--- src/rtl/csr_file_if.sv ---
// CSR access bus between the pipeline control block (master) and the
// machine-mode CSR file (slave).
interface csr_file_if;
  logic        csr_r_en_i;
  logic [12:0] csr_addr_i;
  logic [1:0]  csr_op_mode_i;
  logic [31:0] csr_wdata_i;
  logic [31:0] csr_rdata_o;
  logic        csr_exception_o;

  modport master (
    output csr_r_en_i,
    output csr_addr_i,
    output csr_op_mode_i,
    output csr_wdata_i,
    input  csr_rdata_o,
    input  csr_exception_o
  );

  modport slave (
    input  csr_r_en_i,
    input  csr_addr_i,
    input  csr_op_mode_i,
    input  csr_wdata_i,
    output csr_rdata_o,
    output csr_exception_o
  );
endinterface

--- src/rtl/csr_file.sv ---
// Machine-mode CSR register file and trap unit (RV32I, single hart).
// Serves atomic read/modify/write CSR accesses, flags illegal accesses,
// records trap state and supplies the trap/return redirect PC.
module csr_file #(
  parameter logic [31:0] HART_ID   = 32'd0,
  parameter logic [31:0] MISA_VAL  = 32'h40000100,
  parameter logic [31:0] MTVEC_RST = 32'h00000004
) (
  input  logic              clk_i,
  input  logic              rst_n_i,
  csr_file_if.slave         bus,
  input  logic              exception_i,
  input  logic [31:0]       excep_code_i,
  input  logic              load_mcause_i,
  input  logic [31:0]       excep_pc_i,
  input  logic              ret_i,
  output logic [31:0]       trap_pc_o,
  output logic              pc_load_trap_o
);

  typedef enum logic [1:0] {
    OP_NONE = 2'd0,
    OP_RW   = 2'd1,
    OP_SET  = 2'd2,
    OP_CLR  = 2'd3
  } csr_op_e;

  // Architectural state
  logic        mie_q;
  logic        mpie_q;
  logic [31:0] mtvec_q;
  logic [31:0] mscratch_q;
  logic [31:0] mepc_q;
  logic [31:0] mcause_q;
  logic [31:0] mtval_q;
  logic [63:0] mcycle_q;

  // Access decode
  logic [31:0] mstatus_rd;
  logic [31:0] rd_val;
  logic [31:0] wr_val;
  logic        impl;
  logic        read_only;
  logic        wr_req;
  logic        illegal;
  logic        wr_en;
  logic        trap_evt;
  logic        ret_evt;
  logic        evt;
  csr_op_e     op;

  function automatic logic [31:0] csr_modify(input csr_op_e mode,
                                             input logic [31:0] old_v,
                                             input logic [31:0] wd);
    case (mode)
      OP_RW:   csr_modify = wd;
      OP_SET:  csr_modify = old_v | wd;
      OP_CLR:  csr_modify = old_v & ~wd;
      default: csr_modify = old_v;
    endcase
  endfunction

  assign op         = csr_op_e'(bus.csr_op_mode_i);
  // MPP is hardwired to machine mode
  assign mstatus_rd = {19'b0, 2'b11, 3'b0, mpie_q, 3'b0, mie_q, 3'b0};
  // A trap wins over a simultaneous return
  assign trap_evt   = exception_i;
  assign ret_evt    = ret_i & ~exception_i;
  assign evt        = trap_evt | ret_evt;

  // Address decode, legality check and modify value
  always_comb begin
    rd_val    = 32'b0;
    impl      = 1'b1;
    read_only = 1'b0;
    case (bus.csr_addr_i[11:0])
      12'h300: rd_val = mstatus_rd;
      12'h301: begin rd_val = MISA_VAL; read_only = 1'b1; end
      12'h305: rd_val = mtvec_q;
      12'h340: rd_val = mscratch_q;
      12'h341: rd_val = mepc_q;
      12'h342: rd_val = mcause_q;
      12'h343: rd_val = mtval_q;
      12'hB00: rd_val = mcycle_q[31:0];
      12'hB80: rd_val = mcycle_q[63:32];
      12'hF14: begin rd_val = HART_ID; read_only = 1'b1; end
      default: impl = 1'b0;
    endcase
    wr_req  = (op != OP_NONE);
    illegal = bus.csr_addr_i[12] | ~impl |
              (wr_req & (read_only | (bus.csr_addr_i[11:10] == 2'b11)));
    wr_en   = bus.csr_r_en_i & ~illegal & wr_req;
    wr_val  = csr_modify(op, rd_val, bus.csr_wdata_i);
  end

  // CSR state update: trap/return take priority over writes to trap CSRs
  always_ff @(posedge clk_i or negedge rst_n_i) begin
    if (!rst_n_i) begin
      mie_q      <= 1'b0;
      mpie_q     <= 1'b0;
      mtvec_q    <= MTVEC_RST;
      mscratch_q <= 32'b0;
      mepc_q     <= 32'b0;
      mcause_q   <= 32'b0;
      mtval_q    <= 32'b0;
      mcycle_q   <= 64'b0;
    end else begin
      if (trap_evt) begin
        mpie_q <= mie_q;
        mie_q  <= 1'b0;
      end else if (ret_evt) begin
        mie_q  <= mpie_q;
        mpie_q <= 1'b1;
      end else if (wr_en && bus.csr_addr_i[11:0] == 12'h300) begin
        mie_q  <= wr_val[3];
        mpie_q <= wr_val[7];
      end

      if (trap_evt) begin
        mepc_q <= excep_pc_i & ~32'h3;
      end else if (!evt && wr_en && bus.csr_addr_i[11:0] == 12'h341) begin
        mepc_q <= wr_val & ~32'h3;
      end

      if (trap_evt) begin
        if (load_mcause_i) mcause_q <= excep_code_i;
      end else if (!evt && wr_en && bus.csr_addr_i[11:0] == 12'h342) begin
        mcause_q <= wr_val;
      end

      if (trap_evt) begin
        mtval_q <= 32'b0;
      end else if (!evt && wr_en && bus.csr_addr_i[11:0] == 12'h343) begin
        mtval_q <= wr_val;
      end

      if (wr_en && bus.csr_addr_i[11:0] == 12'h305) mtvec_q    <= wr_val & ~32'h3;
      if (wr_en && bus.csr_addr_i[11:0] == 12'h340) mscratch_q <= wr_val;

      // A write to either half replaces it and holds the counter that cycle
      if (wr_en && bus.csr_addr_i[11:0] == 12'hB00) begin
        mcycle_q[31:0] <= wr_val;
      end else if (wr_en && bus.csr_addr_i[11:0] == 12'hB80) begin
        mcycle_q[63:32] <= wr_val;
      end else begin
        mcycle_q <= mcycle_q + 64'd1;
      end
    end
  end

  // Registered read data, illegal-access pulse and PC redirect pulse
  always_ff @(posedge clk_i or negedge rst_n_i) begin
    if (!rst_n_i) begin
      bus.csr_rdata_o     <= 32'b0;
      bus.csr_exception_o <= 1'b0;
      trap_pc_o           <= 32'b0;
      pc_load_trap_o      <= 1'b0;
    end else begin
      bus.csr_exception_o <= bus.csr_r_en_i & illegal;
      if (bus.csr_r_en_i) bus.csr_rdata_o <= illegal ? 32'b0 : rd_val;
      pc_load_trap_o <= evt;
      if (trap_evt)     trap_pc_o <= mtvec_q;
      else if (ret_evt) trap_pc_o <= mepc_q;
    end
  end

endmodule

--- src/flat_wrapper.sv ---
// flat-port wrapper written by rule: the top's interface ports become plain ports
module csr_file_flat 
#(
  parameter logic [31:0] HART_ID   = 32'd0,
  parameter logic [31:0] MISA_VAL  = 32'h40000100,
  parameter logic [31:0] MTVEC_RST = 32'h00000004
)
  (clk_i, rst_n_i, exception_i, excep_code_i, load_mcause_i, excep_pc_i, ret_i, trap_pc_o, pc_load_trap_o, bus_csr_r_en_i, bus_csr_addr_i, bus_csr_op_mode_i, bus_csr_wdata_i, bus_csr_rdata_o, bus_csr_exception_o);
  csr_file_if bus_i ();
  input  logic clk_i;
  input  logic rst_n_i;
  input  logic exception_i;
  input  logic [31:0] excep_code_i;
  input  logic load_mcause_i;
  input  logic [31:0] excep_pc_i;
  input  logic ret_i;
  output logic [31:0] trap_pc_o;
  output logic pc_load_trap_o;
  input wire logic [$bits(bus_i.csr_r_en_i)-1:0] bus_csr_r_en_i;
  input wire logic [$bits(bus_i.csr_addr_i)-1:0] bus_csr_addr_i;
  input wire logic [$bits(bus_i.csr_op_mode_i)-1:0] bus_csr_op_mode_i;
  input wire logic [$bits(bus_i.csr_wdata_i)-1:0] bus_csr_wdata_i;
  output wire logic [$bits(bus_i.csr_rdata_o)-1:0] bus_csr_rdata_o;
  output wire logic [$bits(bus_i.csr_exception_o)-1:0] bus_csr_exception_o;
  assign bus_i.csr_r_en_i = bus_csr_r_en_i;
  assign bus_i.csr_addr_i = bus_csr_addr_i;
  assign bus_i.csr_op_mode_i = bus_csr_op_mode_i;
  assign bus_i.csr_wdata_i = bus_csr_wdata_i;
  assign bus_csr_rdata_o = bus_i.csr_rdata_o;
  assign bus_csr_exception_o = bus_i.csr_exception_o;
  csr_file #(.HART_ID(HART_ID), .MISA_VAL(MISA_VAL), .MTVEC_RST(MTVEC_RST)) u_core (.clk_i(clk_i), .rst_n_i(rst_n_i), .bus(bus_i), .exception_i(exception_i), .excep_code_i(excep_code_i), .load_mcause_i(load_mcause_i), .excep_pc_i(excep_pc_i), .ret_i(ret_i), .trap_pc_o(trap_pc_o), .pc_load_trap_o(pc_load_trap_o));
endmodule
--- config.mk ---
export PLATFORM = sky130hd
export DESIGN_NAME = csr_file_flat
export DESIGN_NICKNAME = d
export VERILOG_FILES = /design/src/rtl/csr_file_if.sv /design/src/rtl/csr_file.sv /design/src/flat_wrapper.sv
export SDC_FILE = /design/constraint.sdc
export NUM_CORES = 1
export LEC_CHECK = 0
export ABC_AREA = 0
export BUFFER_PORTS_ARGS = -buffer_cell sky130_fd_sc_hd__buf_2
export CORE_UTILIZATION = 40
export CTS_BUF_LIST = sky130_fd_sc_hd__clkbuf_8
export DETAILED_ROUTE_END_ITERATION = 12
export PLACE_DENSITY_LB_ADDON = 0.15
export SETUP_SLACK_MARGIN = 0.2
export SYNTH_ARGS = -nofsm -noshare
export SYNTH_HDL_FRONTEND = slang
export SYNTH_SLANG_ARGS = --single-unit
--- constraint.sdc ---
create_clock -name clk_i -period 2.9 [get_ports clk_i]
set_input_delay 0.145 -clock clk_i [delete_from_list [all_inputs] [get_ports clk_i]]
set_output_delay 0.145 -clock clk_i [all_outputs]
set_load 0.02 [all_outputs]
Word level (Yosys, flattened, before mapping)

Cells that the tools add are included.
Widths: inputs -> output; s select.

Logic and storage cells: 87
Input bits: 117
Bits in registers: 290

Mux-type cells: 23
Add/subtract/negate cells: 1
Bitwise operators: 15
Reductions and logical operators: 19
Eq/ne operators: 16

Operators by type and width:

| kind                  | number |
|---|---|
| $mux 32               | 13 |
| $pmux 32 s9           | 1 |
| $pmux 32 s3           | 1 |
| $eq 12x10->1 const B  | 7 |
| $add 64x1->64 const B | 1 |
| $eq 12x12->1 const B  | 3 |
| $and 32x32->32        | 1 |
| $not 32->32           | 1 |
| $or 32x32->32         | 1 |
| $reduce_bool 2->1     | 5 |
| $reduce_or 10->1      | 1 |
| $logic_and 1x1->1     | 9 |
| $mux 1                | 8 |
| $eq 2x2->1 const B    | 3 |
| $and 1x1->1           | 5 |
| $ne 2x1->1 const B    | 2 |
| $or 1x1->1            | 4 |
| $not 1->1             | 3 |
| $reduce_bool 3->1     | 1 |
| $eq 2x1->1 const B    | 1 |
| $reduce_and 2->1      | 1 |
| $reduce_or 2->1       | 1 |
| $logic_not 1->1       | 1 |

Longest topological paths before layout

Gate-level depths: netlist (run 1).

Word-level depth: 13
Mapped depth: 11

Worst setup path after synthesis (run 1)

No wires, ideal clock.

Kind: input to register
Start: in bus_csr_addr_i[6]
End: reg u_core.mscratch_q[7]
Buffers on the path: 3
Arrival time: 2.315 ns
Required time: 2.748 ns
Slack: 0.433 ns
Stages: 10
Path through: buf_2 > or4_1 > buf_2 > nor4_2 > a2111oi_1 > a211oi_4 > nand4b_2 > clkbuf_1 > nand2_1 > o21ai_0

Longest elaborated chain between the ends: 10
Elaborated cells on any way between the ends: 27
Those cells by class: eq/ne (10); mux (4); bitwise (10); reduce/logical (3)

RTL lines:

| item                                                                        | RTL line                       | text |
|---|---|---|
| start, declared                                                             | flat_wrapper.sv:20             | `input wire logic [$bits(bus_i.csr_addr_i)-1:0] bus_csr_addr_i;` |
| $eq 12x10->1, or another cell as far along                                  | csr_file.sv:76                 | `case (bus.csr_addr_i[11:0])` |
| $reduce_or 10->1 (no source line) / $reduce_or 2->1 (equally long branches) | --                             |  |
| $mux 1                                                                      | csr_file.sv:76                 |  |
| $not 1->1 / $or 1x1->1 (equally long branches)                              | csr_file.sv:90, csr_file.sv:91 |  |
| $or 1x1->1 / $and 1x1->1 (equally long branches)                            | csr_file.sv:90, csr_file.sv:91 |  |
| $or 1x1->1                                                                  | csr_file.sv:90                 | `illegal = bus.csr_addr_i[12] \| ~impl \|` |
| $not 1->1                                                                   | csr_file.sv:92                 | `wr_en = bus.csr_r_en_i & ~illegal & wr_req;` |
| $and 1x1->1 (2 in series)                                                   | csr_file.sv:92                 |  |
| $logic_and 1x1->1                                                           | csr_file.sv:138                | `if (wr_en && bus.csr_addr_i[11:0] == 12'h340) mscratch_q <= wr_val;` |
| end signal, assigned                                                        | csr_file.sv:138                |  |
| end, declared                                                               | csr_file.sv:32                 | `logic [31:0] mscratch_q;` |

Several ways; a longest one is shown, not always the timed one.
A chain may end at the register's enable or synchronous reset.

Worst setup path in the final report (run 1)

Start: reg u_core.mepc_q[10]
End: reg u_core.mepc_q[10]

Longest elaborated chain between the ends: 5
Elaborated cells on any way between the ends: 6
Those cells by class: mux (4); bitwise (2)

RTL lines:

| item                                                   | RTL line                       | text |
|---|---|---|
| start, declared                                        | csr_file.sv:33                 | `logic [31:0] mepc_q;` |
| start signal, assigned                                 | csr_file.sv:120                | `mepc_q <= excep_pc_i & ~32'h3;` |
| start signal, assigned                                 | csr_file.sv:122                | `mepc_q <= wr_val & ~32'h3;` |
| $pmux 32 s9 (*)                                        | csr_file.sv:76                 |  |
| $and 32x32->32 / $or 32x32->32 (equally long branches) | csr_file.sv:58, csr_file.sv:57 |  |
| $pmux 32 s3 (*)                                        | csr_file.sv:55                 | `case (mode)` |
| $mux 32 (*)                                            | csr_file.sv:121                | `end else if (!evt && wr_en && bus.csr_addr_i[11:0] == 12'h341) begin` |
| $mux 32 (*)                                            | csr_file.sv:119                | `if (trap_evt) begin` |

Mark *: on every way between the ends. The rest lies on a longest branch, timed or not. The select of a mux whose other input is x is not followed.

==> out/qor.yml, run 1 <==
routing:
  met1Wirelength_um: 26900
  ant_nets: 0
  via_per_inst: 6.03
  wl_met3_um: 5310
  wirelength_um: 64100
  wl_per_cell_um: 23.8
  wl_met2_um: 29300
  dr.first_iter.drc_count: 1848
  dr.pass1.iters: 6
  vias: 16203
  drc: 0
  topRoutingLayerUsed: "met4"
logic_synthesis:
  synthCells: 1808
  ys_warn_count: 0
  syn_area_per_cell_um2: 8.81
  synth-main-ff-cell: "dfrtp_1"
  ys_ff_latch: 286
  synth_cell_types: 82
  synthArstFlopShare: 1.00
  synth-seq-area-share: 0.449
  synth-edff-count: 0
  synth_area_um2: 15900
sta:
  hold_violations: 0
  skew_ns: 0.0466
  fin_setup_tns_ns: 0
  slew_headroom: 0.229
  rsz0062_at_grt: "no"
  finalCriticalPeriod_ns: 2.58
  finalMaxSlewViolations: 0
  fmax_mhz: 387
  whs_ns: 0.0387
  worstMarginPinSlew_ns: 1.16
  setup_viol: 0
  post-route-period-util: 0.891
hold_path:
  hp-start: "bus_csr_wdata_i[7]"
  hold_path.class: "primary input to flip-flop"
  hold_end: "u_core.mtval_q[7]"
  hold_depth: 4
clock_network:
  cts.clk_slew.worst_paths_ns: 0.07
  clkLatencyLatePin_ns: 0.66
  htreeDepth: 2
  cts_setup_buffers: 0
  ctsRootBufferMaster: "clkbuf_8"
  clk_path_buf_depth: 3
  cts_tree: "yes"
  numCtsBuffers: 52
  cts_sinks: 286
global_route:
  grt_max_degree: 151
  grt_usage: 0.314
  grt_overflow_total: 0
  antenna_found_initial: 4
  grt_first_pass_wirelength_um: 97000
  first_global_vias: 15519
worst_setup_path:
  startpoint_type: "flip-flop"
  crit_arrival_ns: 3.08
  r2r-end: "u_core.mepc_q[10]"
  reg2reg_slack_ns: 0.32
  crit_family: "compound AO/OA/AOI/OAI gates"
  cp_max_fo: 7
  crit_path_max_incr_delay_ns: 0.57
  cp.required_ns: 3.40
  rr_worst_depth: 7
  end_kind: "flip-flop"
  worstPathCellList: "a22o_1 -> a222oi_1 -> nand2_1 -> o211a_1 -> a211oi_2 -> buf_4 -> o21ai_0"
  crit_path_top_delay_cell: "a222oi_1"
  critPathKind: "flip-flop to flip-flop"
  crit-reg2reg-launch: "u_core.mepc_q[10]"
  critical_path_buf_inv_count: 1
cells_and_area:
  final_cell_mix: "dfrtp_1 (285), o21ai_0 (205), nand2_1 (194)"
  final_common_cell: "dfrtp_1"
  utilization: 0.520
  fin_nets: 2244
  layout-drive-gt1-share: 0.219
  area_growth_pct: 27.1
  multi_input_area_um2: 8010
  n_fill_cell: 3649
  regArea_um2: 7160
floorplan:
  placement_rows: 72
  die_w_um: 202
  coreArea_um2: 38900
  initial_core_util: 0.409
  fp.dieH_um: 202
  ios: 183
  fp.dieArea_um2: 40600
power:
  power_density_nw_per_um2: 478
  power_leakage_nw: 8.86
  ir_drop_mv: 0.288
flow_run:
  maxCapViolations: 0
place:
  port_buffers: 178
  gp_congestion: 0.951
  dp_hpwl_um: 45300
outcome:
  outcome: "finished, final reports clean"
==> where the power goes <==
| group | leakage (nW) | total [mW] | switching [mW] | internal (mW) |
|---|---|---|---|---|
| clock network | 0.621 | 3.98 | 1.80 | 2.18 |
| logic | 4.50 | 1.29 | 0.780 | 0.515 |
| registers | 3.75 | 4.40 | 0.216 | 4.18 |
| total | 8.86 | 9.67 | 2.80 | 6.88 |
==> metal layers <==
| layer | vias to the layer above | GRT usage |
|---|---|---|
| li1 | 7365 | - |
| met1 | 7949 | 0.428 |
| met2 | 762 | 0.490 |
| met3 | 127 | 0.0564 |
| met4 | 0 | 0.132 |
| met5 | - | 0 |
==> state kept, by name, summed over array words and instances (netlist names), 30 cells and up <==
signal and count:
u_core.mscratch_q 32, u_core.mcycle_q 64, u_core.trap_pc_o 30, u_core.mcause_q 32, u_core.mtval_q 32, u_core.bus.csr_rdata_o 32, u_core.mtvec_q 30, u_core.mepc_q 30
==> layout make-up <==
class,count,area share
sequential,286,0.354
multi-input combinational,1318,0.396
tap,518,0.0320
clock buffer,68,0.0462
inverter,55,0.0102
timing repair buffer,413,0.154
antenna,6,0.000742
clock inverter,25,0.00723
==> timing repair <==
item	4_1_cts	5_1_grt
endpoints found under the hold margin	155	0
hold buffers	71	0
gates resized for setup	0	3
endpoints found under the setup margin	0	10
==> cells by family after synthesis <==
family          count (synthesis)  share of synthesized area
fa+ha+maj                       1                   0.000785
compound gates                624                      0.254
xor+xnor                        3                    0.00165
buf+inv                       205                     0.0517
simple gates                  623                      0.200
flops                         286                      0.449
mux                            65                     0.0418
other cells                     1                   0.000235
==> tightest hold or removal path: stages <==
cell,delay [ns]
buf_2,0.12
a211oi_1,0.09
buf_4,0.15
o21ai_0,0.15
==> worst max-delay path by stage <==
stage / to / startpoint / slack [ns] / depth (start not counted)
floorplan: u_core.mscratch_q[7] / bus_csr_addr_i[6] / 0.43 / 10
global placement: u_core.mepc_q[10] / bus_csr_addr_i[0] / -0.02 / 11
detailed placement: u_core.mscratch_q[10] / bus_csr_addr_i[0] / -0.08 / 11
CTS: u_core.mepc_q[29] / u_core.mcycle_q[61] / 0.24 / 7
global route: u_core.mepc_q[10] / u_core.mepc_q[10] / 0.24 / 7
finish: u_core.mepc_q[10] / u_core.mepc_q[10] / 0.32 / 7
==> cells in the mapped netlist (all sizes together) (10+ instances only) <==
library cell	instances	area (µm²)
a222oi	16	160
nand2b	10	62.6
a211oi	60	498
clkbuf	116	435
nand2	196	738
o21ai	225	1130
dfrtp	285	7130
nand3b	21	158
inv	54	203
o211ai	41	308
a21oi	123	616
buf	34	181
o211a	12	120
and3	44	275
nor4	23	214
nor3	48	262
nor2	110	415
nand4	18	113
mux2i	53	531
a32oi	10	87.6
a22oi	28	210
a22o	20	175
nand3	99	495
mux2	12	135
==> stage by stage <==
| stage | area, µm² | total power, mW | setup WS, ns | instances |
|---|---|---|---|---|
| global route | 20200 | 10.0 | 0.238 | 2687 |
| detailed placement | 18400 | 5.65 | -0.0793 | 2519 |
| global placement | 18400 | 5.62 | -0.0167 | 2519 |
| floorplan | 15900 | 4.98 | 0.433 | 1809 |
| finish | 20200 | 9.67 | 0.317 | 2689 |
| CTS | 20200 | 9.72 | 0.236 | 2683 |
Power figures use the tool's default switching activity.
==> run 2: changes to the inputs <==
--- a/config.mk
+++ b/config.mk
@@ -7,6 +7,8 @@
 export LEC_CHECK = 0
 export ABC_AREA = 0
 export BUFFER_PORTS_ARGS = -buffer_cell sky130_fd_sc_hd__buf_2
+export CELL_PAD_IN_SITES_DETAIL_PLACEMENT = 1
+export CELL_PAD_IN_SITES_GLOBAL_PLACEMENT = 1
 export CORE_UTILIZATION = 40
 export CTS_BUF_LIST = sky130_fd_sc_hd__clkbuf_8
 export DETAILED_ROUTE_END_ITERATION = 12
==> constraint.sdc (replaced) <==
create_clock -name clk_i -period 2.9 [get_ports clk_i]
set_input_delay 0.435 -clock clk_i [delete_from_list [all_inputs] [get_ports clk_i]]
set_output_delay 0.435 -clock clk_i [all_outputs]
set_load 0.02 [all_outputs]
==> run 2 against run 1 <==
Highest routed layer unchanged. Sequential share of layout area decreased by 0.78 points. Setup slack got worse by 0.10 ns. Sequential power about the same. Critical path depth increased by 5. Clock power decreased by 2%. Power decreased by 0.19%. Combinational power increased by 3%. Worst hold slack got worse by 0.0012 ns. Fmax decreased by 3.8%. Design area increased by 2.3%. Wire length increased by 10%.
==> out/qor.yml, run 2 (synthesis gave the netlist of run 1 again) <==
outcome:
  outcome: "finished, final reports clean"
clock_network:
  cts_tree: "yes"
  clkLatencyLatePin_ns: 0.67  # about the same
  numCtsBuffers: 54  # +3.8%
  cts_setup_buffers: 0  # unchanged
  htreeDepth: 2  # unchanged
  cts_sinks: 286  # unchanged
  cts.clk_slew.worst_paths_ns: 0.06  # about the same
  ctsRootBufferMaster: "clkbuf_8"
  clk_path_buf_depth: 3  # unchanged
power:
  p_switching_mw: 2.91  # +3.9%
  power_leakage_nw: 9.27  # +4.5%
  p_sw_frac: 0.301  # +0.0119
  power_density_nw_per_um2: 467  # -2.4%
  clkPwrFrac: 0.406  # -0.006
  power_frac_seq: 0.457  # +0.003
  ir_drop_mv: 0.368  # +28%
  combPwrFrac: 0.137  # +0.003
  internal_power_mw: 6.75  # -1.9%
global_route:
  grt_overflow_total: 0  # unchanged
  first_global_vias: 17459  # +13%
  grt_usage: 0.348  # +0.0337
  grt_first_pass_wirelength_um: 107000  # +10%
  antenna_found_initial: 2  # -2
  grt_max_degree: 151  # unchanged
cells_and_area:
  utilization: 0.532  # +0.0118
  regArea_um2: 7160  # unchanged
  regMostFlops: "u_core.mcycle_q"
  multi_input_area_um2: 8040  # +0.41%
  largest_reg_flops: 64  # unchanged
  layout-drive-gt1-share: 0.257  # +0.0379
  area_growth_pct: 29.9
  final_cell_mix: "dfrtp_1 (285), buf_4 (230), o21ai_0 (205)"
  final_common_cell: "dfrtp_1"
  fin_nets: 2302  # +2.6%
  n_fill_cell: 4611  # +26%
sta:
  finalMaxSlewViolations: 0  # unchanged
  rsz0062_at_grt: "no"
  worstMarginPinSlew_ns: 0.843  # -0.313 ns
  fmax_mhz: 373  # -3.8%
  slew_headroom: 0.436  # +0.206
  setup_viol: 0  # unchanged
  post-route-period-util: 0.926  # +0.0350
  hold_violations: 0  # unchanged
  skew_ns: 0.0334  # -0.0133 ns
  finalCriticalPeriod_ns: 2.68  # +0.102 ns
  setup_slack_ns: 0.216  # -0.102 ns
worst_setup_path:
  startpoint: "bus_csr_addr_i[1]"
  startpoint_type: "primary input"
  end_kind: "flip-flop"
  cp.required_ns: 3.43  # +0.03 ns
  crit_arrival_ns: 3.22  # +0.14 ns
  crit-reg2reg-launch: "u_core.mepc_q[22]"
  critPathKind: "primary input to flip-flop"
  cp_max_fo: 13  # +6
routing:
  vias: 16922  # +4.4%
  dr.first_iter.drc_count: 1283  # -31%
  wirelength_um: 70700  # +10%
  met1Wirelength_um: 30000  # +12%
  wl_met3_um: 4830  # -9.0%
  wl_per_cell_um: 25.8  # +8.2%
  via_per_inst: 6.17  # +2.4%
  drc: 0  # unchanged
  topRoutingLayerUsed: "met4"
  ant_nets: 0  # unchanged
  dr.pass1.iters: 6  # unchanged
  wl_met2_um: 33300  # +14%
place:
  dp_hpwl_um: 51800  # +14%
  gp_congestion: 0.929  # -2.3%
  pre_cts_ws_ns: -0.526  # -0.447 ns
  port_buffers: 178  # unchanged
flow_run:
  maxCapViolations: 0  # unchanged
floorplan:
  fp.dieArea_um2: 40600  # unchanged
  fp.dieH_um: 202  # unchanged
  coreArea_um2: 38900  # unchanged
  placement_rows: 72  # unchanged
  initial_core_util: 0.409  # unchanged
  ios: 183  # unchanged
  die_w_um: 202  # unchanged
hold_path:
  hp-start: "excep_pc_i[3]"
  hold_path.class: "primary input to flip-flop"
## run 2: area by class of cell
class                      instances  share of cell area
inverter                          55             0.00998
sequential                       286               0.346
multi-input combinational       1318               0.388
clock inverter                    32             0.00859
clock buffer                      63              0.0419
antenna                            2            0.000242
tap                              518              0.0313
timing repair buffer             469               0.174
## run 2: what timing repair did
action | in CTS | in global routing
endpoints found under the hold margin | 89 | 0
hold buffers | 27 | 0
endpoints found under the setup margin | 3 | 4
gates resized for setup | 2 | 2
## run 2: power by group through the flow
stage | Sequential [mW] | Clock [mW] | Combinational [mW]
2_1_floorplan | 4.42 | 0 | 0.568
5_1_grt | 4.43 | 4.16 | 1.42
3_3_place_gp | 4.46 | 0 | 1.24
3_5_place_dp | 4.46 | 0 | 1.27
6_report | 4.41 | 3.92 | 1.33
4_1_cts | 4.40 | 4.00 | 1.31
## run 2: worst paths after layout
kind | cells after the start | slack, ns | end
setup / recovery | 12 | 0.22 | u_core.mcause_q[22]
hold / removal | 3 | 0.04 | u_core.mepc_q[3]
hold reg to reg | 2 | 0.48 | u_core.mscratch_q[2]
setup reg to reg | 7 | 0.26 | u_core.mcause_q[22]
min in group asynchronous | 2 | 0.36 | u_core.mcause_q[5]
max in group asynchronous | 3 | 1.64 | u_core.mcycle_q[25]
## run 2: layer usage
layer	global-route usage	vias up
met1	0.465	8661
met5	0	-
li1	-	7476
met3	0.0606	146
met2	0.559	639
met4	0.135	0
## run 2: worst max-delay path, cell delays in order
cell      delay, ns
buf_2          0.13
buf_4          0.17
nor4b_2        0.06
and3_1         0.21
buf_12         0.17
buf_4          0.14
a222oi_1       0.67
o311a_1        0.39
mux2i_1        0.13
a21oi_2        0.41
buf_4          0.21
o211ai_1       0.09
## run 2: metrics by stage
stage / area [µm²] / hold slack (ns) / power (mW) / instances / setup TNS [ns]
3_5_place_dp: 19400 / 0.470 / 5.74 / 2619 / -8.98
6_report: 20700 / 0.0375 / 9.66 / 2743 / 0
3_3_place_gp: 19400 / 0.463 / 5.69 / 2619 / -5.78
2_1_floorplan: 16000 / 0.139 / 4.98 / 1809 / 0
4_1_cts: 20700 / 0.00209 / 9.70 / 2741 / 0
5_1_grt: 20700 / 0.0345 / 10.0 / 2743 / 0
